[src/rtl/axis_pkg.sv]
// Shared definitions for the AXI-Stream packet blocks: state encoding,
// default stream geometry and the ceiling-log2 helper.
package axis_pkg;

    localparam int C_AXIS_TDATA_WIDTH_DEF = 32;
    localparam int MAX_PKT_WORDS_DEF      = 16;

    typedef enum logic {
        PASS    = 1'b0,
        TRAILER = 1'b1
    } state_t;

    // Ceiling log2; clogb2(16) = 4, clogb2(17) = 5.
    function automatic int clogb2(input int value);
        int r;
        r = 0;
        for (int v = value - 1; v > 0; v = v >> 1) begin
            r = r + 1;
        end
        return r;
    endfunction

endpackage

[src/rtl/axis_pkt_checksum.sv]
// Forwards AXI-Stream payload words through a one-beat output register and
// appends a trailer word holding the 32-bit modular sum of each packet.
module axis_pkt_checksum
    import axis_pkg::*;
#(
    parameter int C_AXIS_TDATA_WIDTH = C_AXIS_TDATA_WIDTH_DEF,
    parameter int MAX_PKT_WORDS      = MAX_PKT_WORDS_DEF,
    localparam int LEN_W             = clogb2(MAX_PKT_WORDS) + 1,
    localparam int STRB_W            = C_AXIS_TDATA_WIDTH / 8
) (
    input  logic                          axis_aclk,
    input  logic                          axis_areset,

    input  logic                          s00_axis_tvalid,
    output logic                          s00_axis_tready,
    input  logic [C_AXIS_TDATA_WIDTH-1:0] s00_axis_tdata,
    input  logic [STRB_W-1:0]             s00_axis_tstrb,
    input  logic                          s00_axis_tlast,

    output logic                          m00_axis_tvalid,
    input  logic                          m00_axis_tready,
    output logic [C_AXIS_TDATA_WIDTH-1:0] m00_axis_tdata,
    output logic [STRB_W-1:0]             m00_axis_tstrb,
    output logic                          m00_axis_tlast,

    output logic                          pkt_done,
    output logic [LEN_W-1:0]              pkt_len,
    output logic [C_AXIS_TDATA_WIDTH-1:0] pkt_sum
);

    state_t                          r_state;
    state_t                          w_state_nxt;

    logic [C_AXIS_TDATA_WIDTH-1:0]   r_sum;
    logic [LEN_W-1:0]                r_count;

    logic                            r_m_tvalid;
    logic [C_AXIS_TDATA_WIDTH-1:0]   r_m_tdata;
    logic                            r_m_tlast;

    logic                            r_pkt_done;
    logic [LEN_W-1:0]                r_pkt_len;
    logic [C_AXIS_TDATA_WIDTH-1:0]   r_pkt_sum;

    logic                            w_free;
    logic                            w_s_tready;
    logic                            w_accept;
    logic                            w_at_max;
    logic                            w_end_of_payload;
    logic                            w_unused_tstrb;

    // Byte strobes carry no information here; every byte is treated valid.
    assign w_unused_tstrb   = ^s00_axis_tstrb;

    assign w_free           = !r_m_tvalid || m00_axis_tready;
    assign w_s_tready       = !axis_areset && (r_state == PASS) && w_free;
    assign w_accept         = s00_axis_tvalid && w_s_tready;
    assign w_at_max         = (r_count == LEN_W'(MAX_PKT_WORDS - 1));
    assign w_end_of_payload = w_accept && (s00_axis_tlast || w_at_max);

    always_ff @(posedge axis_aclk) begin
        if (axis_areset) begin
            r_state <= PASS;
        end else begin
            r_state <= w_state_nxt;
        end
    end

    always_comb begin
        w_state_nxt = r_state;
        case (r_state)
            PASS: begin
                if (w_end_of_payload) begin
                    w_state_nxt = TRAILER;
                end
            end
            TRAILER: begin
                if (w_free) begin
                    w_state_nxt = PASS;
                end
            end
            default: w_state_nxt = PASS;
        endcase
    end

    always_ff @(posedge axis_aclk) begin
        if (axis_areset) begin
            r_sum      <= '0;
            r_count    <= '0;
            r_m_tvalid <= 1'b0;
            r_m_tdata  <= '0;
            r_m_tlast  <= 1'b0;
            r_pkt_done <= 1'b0;
            r_pkt_len  <= '0;
            r_pkt_sum  <= '0;
        end else begin
            r_pkt_done <= 1'b0;
            case (r_state)
                PASS: begin
                    if (w_accept) begin
                        r_m_tdata  <= s00_axis_tdata;
                        r_m_tvalid <= 1'b1;
                        r_m_tlast  <= 1'b0;
                        r_sum      <= r_sum + s00_axis_tdata;
                        r_count    <= r_count + LEN_W'(1);
                    end else if (w_free) begin
                        r_m_tvalid <= 1'b0;
                    end
                end
                TRAILER: begin
                    // r_sum already includes the final payload word here.
                    if (w_free) begin
                        r_m_tdata  <= r_sum;
                        r_m_tlast  <= 1'b1;
                        r_m_tvalid <= 1'b1;
                        r_pkt_done <= 1'b1;
                        r_pkt_len  <= r_count;
                        r_pkt_sum  <= r_sum;
                        r_sum      <= '0;
                        r_count    <= '0;
                    end
                end
                default: begin
                    r_m_tvalid <= 1'b0;
                end
            endcase
        end
    end

    assign s00_axis_tready = w_s_tready;
    assign m00_axis_tvalid = r_m_tvalid;
    assign m00_axis_tdata  = r_m_tdata;
    assign m00_axis_tlast  = r_m_tlast;
    assign m00_axis_tstrb  = '1;
    assign pkt_done        = r_pkt_done;
    assign pkt_len         = r_pkt_len;
    assign pkt_sum         = r_pkt_sum;

endmodule
[config.mk]
export PLATFORM = sky130hd
export DESIGN_NAME = axis_pkt_checksum
export DESIGN_NICKNAME = d
export VERILOG_FILES = /design/src/rtl/axis_pkg.sv /design/src/rtl/axis_pkt_checksum.sv
export SDC_FILE = /design/constraint.sdc
export NUM_CORES = 1
export LEC_CHECK = 0
export CAP_MARGIN = 20
export CORE_AREA = 4 4 110 112
export CTS_CLUSTER_SIZE = 12
export DETAILED_ROUTE_END_ITERATION = 8
export DIE_AREA = 0 0 114 116
export GPL_TIMING_DRIVEN = 0
export PLACE_DENSITY = 0.87
export SLEW_MARGIN = 5
export SYNTH_ARGS = -nofsm -noshare
export SYNTH_HDL_FRONTEND = slang
export SYNTH_SLANG_ARGS = --single-unit
[constraint.sdc]
create_clock -name axis_aclk -period 3 [get_ports axis_aclk]
set_input_delay 0.6 -clock axis_aclk [delete_from_list [all_inputs] [get_ports axis_aclk]]
set_output_delay 0.6 -clock axis_aclk [all_outputs]
set_load 0.1 [all_outputs]
==> impl_results.md <==
* GP Congestion at 0.915
* Hold_buf cts at 0
* Worst r2r src: r_sum[0]
* Cell taking the most area after synthesis: dfxtp_1
* Nets@finish at 927
* Worst path bufs/invs at 2
* Core Util, Final at 66.0%
* Hold_sp: pkt_sum[28]
* Synth area leaders: dfxtp_1 39%, nand2_1 12%, ha_1 7.3%
* Placed cell areas at 0.00697 mm2
* Vias in the first global route at 5,683
* DRT Pass-1 Iters at 5
* First-pass GRT wire length at 27,000 um
* Root Driver: clkbuf_16
* Drt drc at 0
* CP required at 3.25 ns
* Initial antenna violation count at 0
* Lkg Pwr at 2.76 nW
* Primary FF master, synth: dfxtp_1
* Worst path max stage delay at 0.38 ns
* Reg2reg setup slack at 0.22 ns
* Final Cycle Share at 96.6%
* FF/Latch Area at 0.00220 mm2
* Worst-Skew Late Latency at 0.36 ns
* Die Span Y at 116 um
* Fmax at 345 MHz
* Drt wl/cell at 16.8 um
* Largest net degree at the start of global routing at 20
* Final wirelength at 16,800 um
* Number of synthesized register bits at 110
* Clk slew on worst S/H paths at 0.08 ns
* Worst Setup SP: s00_axis_tdata[0]
* Fillers at 935
* Crit Path Max Fanout at 3
* Initial Util at 50.7%
* Final instance area at 0.00740 mm2
* Die area at 0.0132 mm2
* Worst-Margin Slew at 0.987 ns
* Max Cap Violations at 0
* # diodes at 0
* Vias at 5,767
* Core area at 0.0112 mm2
* Pins Over Slew Limit at 0
* Minimum clock period at 2.90 ns
* I/O pins at 118
* Relative slew slack at 34.0%
* Multi-input logic area at 0.00338 mm2
* Ys Warns at 0
* Sequential share of the synthesized area at 38.7%
* Number of buffers created by CTS at 9
* Nature of the critical path endpoint: register
* Hold Slack at 0.457 ns
* Vias per cell at 5.77
* CTS sink cnt at 110
* Synthesized area per cell at 7.86 um2
* Dpl hpwl at 12,200 um
* CP Cell Sequence: dlygate4sd2_1 -> ha_2 -> inv_1 -> fa_1 -> and2b_1 -> o21a_1 -> o211a_1 -> o211ai_1 -> a21boi_2 -> o2111ai_2 -> a21o_1 -> a32o_1
* Max Root-Sink Buffers at 2
* Synth unique cells at 64
* Post-synth EDFFs at 0
* Setup CP Type: primary input to register
* Total grt overflow at 0
* Final hold vios at 0
* Final setup violation count at 0
* Layout cells sized above 1 at 7.23%
* Area grow syn2layout at 30.1%
* Yosys top cell area share at 38.7%
* Critical path launch point type: primary input
* Critical Path AT at 3.15 ns
* Worst hold path type: register to register
* Peak supply drop at 289 uV
* Routed Antenna Nets at 0
* CTS tree: built
* Share of flip-flops with an asynchronous set or reset at 0%
* Std-Cell Rows at 39
* Initial DRC count at 446
* I/O Buffers at 108
* CTS H-tree lvls at 3
* Total track usage at 25.3%
* Family with the most delay on the worst path: compound AO/OA/AOI/OAI gates
* Outcome: finished clean
* Cells after synthesis at 724
* Mapped cell area at 0.00569 mm2
* Pwr Density at 534 mW/mm2
* Worst-path cell with the longest stage delay: fa_1
* Clock Skew at 0.00782 ns
* Die X-Extent at 114 um
power breakdown:
part	total [mW]	leakage (nW)	switching, mW	internal, mW
registers	1.61	0.895	0.0649	1.54
clock network	1.16	0.130	0.586	0.575
logic	1.18	1.74	0.789	0.394
metrics by stage:
stage | instances | TNS [ns] | power [mW] | worst slack (ns)
floorplan | 727 | 0 | 2.48 | 0.0723
global placement | 978 | -7.69 | 2.76 | -0.838
detailed placement | 978 | -10.31 | 2.78 | -0.837
CTS | 999 | 0 | 3.93 | 0.0275
global route | 1000 | -0.0582 | 4.13 | -0.0236
finish | 1000 | 0 | 3.95 | 0.101
cells in the final DEF, fill, tap and decap left out, types with 3 or more instances in the layout:
master | synthesis | final
a211oi_1 | 6 | 6
a21boi_0 | 5 | 3
a21o_1 | 16 | 16
a21oi_1 | 82 | 79
a21oi_2 | 1 | 3
a31oi_1 | 40 | 39
and2_1 | 5 | 5
and3_1 | 5 | 5
buf_1 | 3 | 3
buf_2 | 5 | 5
buf_4 | 4 | 10
clkbuf_1 | 32 | 30
clkbuf_16 | 0 | 9
clkdlybuf4s50_1 | 0 | 104
clkinvlp_4 | 0 | 3
conb_1 | 1 | 4
dfxtp_1 | 110 | 110
dlygate4sd2_1 | 0 | 3
ha_1 | 33 | 29
ha_2 | 0 | 3
inv_1 | 12 | 12
mux2i_1 | 4 | 4
nand2_1 | 175 | 175
nand2b_1 | 3 | 3
nand3_1 | 22 | 22
nand3b_1 | 4 | 4
nand4_1 | 4 | 4
nor2_1 | 42 | 42
nor2b_1 | 4 | 4
nor3_1 | 8 | 7
o211ai_1 | 6 | 6
o21a_1 | 5 | 5
o21ai_0 | 23 | 20
o21ai_1 | 2 | 5
o21bai_1 | 3 | 3
xnor2_1 | 12 | 12
xor2_1 | 7 | 7
cells in the mapped netlist (all sizes together) (7+ instances only):
master / instances
nand2: 175
dfxtp: 110
a21oi: 83
nor2: 42
a31oi: 40
ha: 33
clkbuf: 32
o21ai: 26
nand3: 22
a21o: 16
buf: 12
inv: 12
xnor2: 12
nor3: 9
o211ai: 8
a211oi: 7
xor2: 7
repair_timing:
action,CTS,global route
endpoints found under the setup margin,11,12
buffers inserted,5,1
gates resized for setup,12,18
pin swaps,10,8
cell families (layout without fill, tap and decap cells):
logic type	after synthesis	in the layout	share of synthesized area (%)
AOI/OAI and AO/OA	215	215	24.4
xor gates and xnor gates	19	19	2.92
adders and majority gates	34	34	7.61
buffers and inverters	56	186	4.07
DFF	110	110	38.7
muxes	4	4	0.703
other	1	4	0.0659
and+or+nand+nor	285	285	21.6
routing by layer:
layer  share of wire (%)  global-route usage, %
met5                   0                      0
met2                  48                   43.2
met4                 3.2                   13.2
met3                 7.1                   4.02
met1                  41                   30.8
layout make-up:
| class | instances | area share (%) |
|---|---|---|
| plain buffers | 44 | 2.55 |
| flip-flops and latches | 110 | 29.7 |
| inverters | 12 | 0.608 |
| multi-input cells | 561 | 45.7 |
| repair buffers | 114 | 15.2 |
| clock inverters | 7 | 0.760 |
| well taps | 143 | 2.42 |
| clock buffers | 9 | 3.04 |
final timing paths:
kind / endpoint / depth (start not counted)
hold / removal: pkt_sum[28] / 2
setup / recovery: r_sum[26] / 12
setup reg to reg: r_sum[26] / 11
hold reg to reg: pkt_sum[28] / 2
worst register-to-register path, cell delays in order (launching register included):
cell and delay [ns]:
dfxtp_1 0.36, ha_2 0.19, inv_1 0.05, fa_1 0.38, and2b_1 0.24, o21a_1 0.19, o211a_1 0.17, o211ai_1 0.18
a21boi_2 0.30, o2111ai_2 0.16, a21o_1 0.21, a32o_1 0.24
sequential cells by signal (all words and copies together), names as in the netlist:
signal / flops
pkt_sum: 32
pkt_done: 1
r_sum: 32
r_state: 1
m00_axis_tlast: 1
m00_axis_tdata: 32
pkt_len: 5
r_count: 5
m00_axis_tvalid: 1
Note: power is estimated with default switching activity, not from simulation.
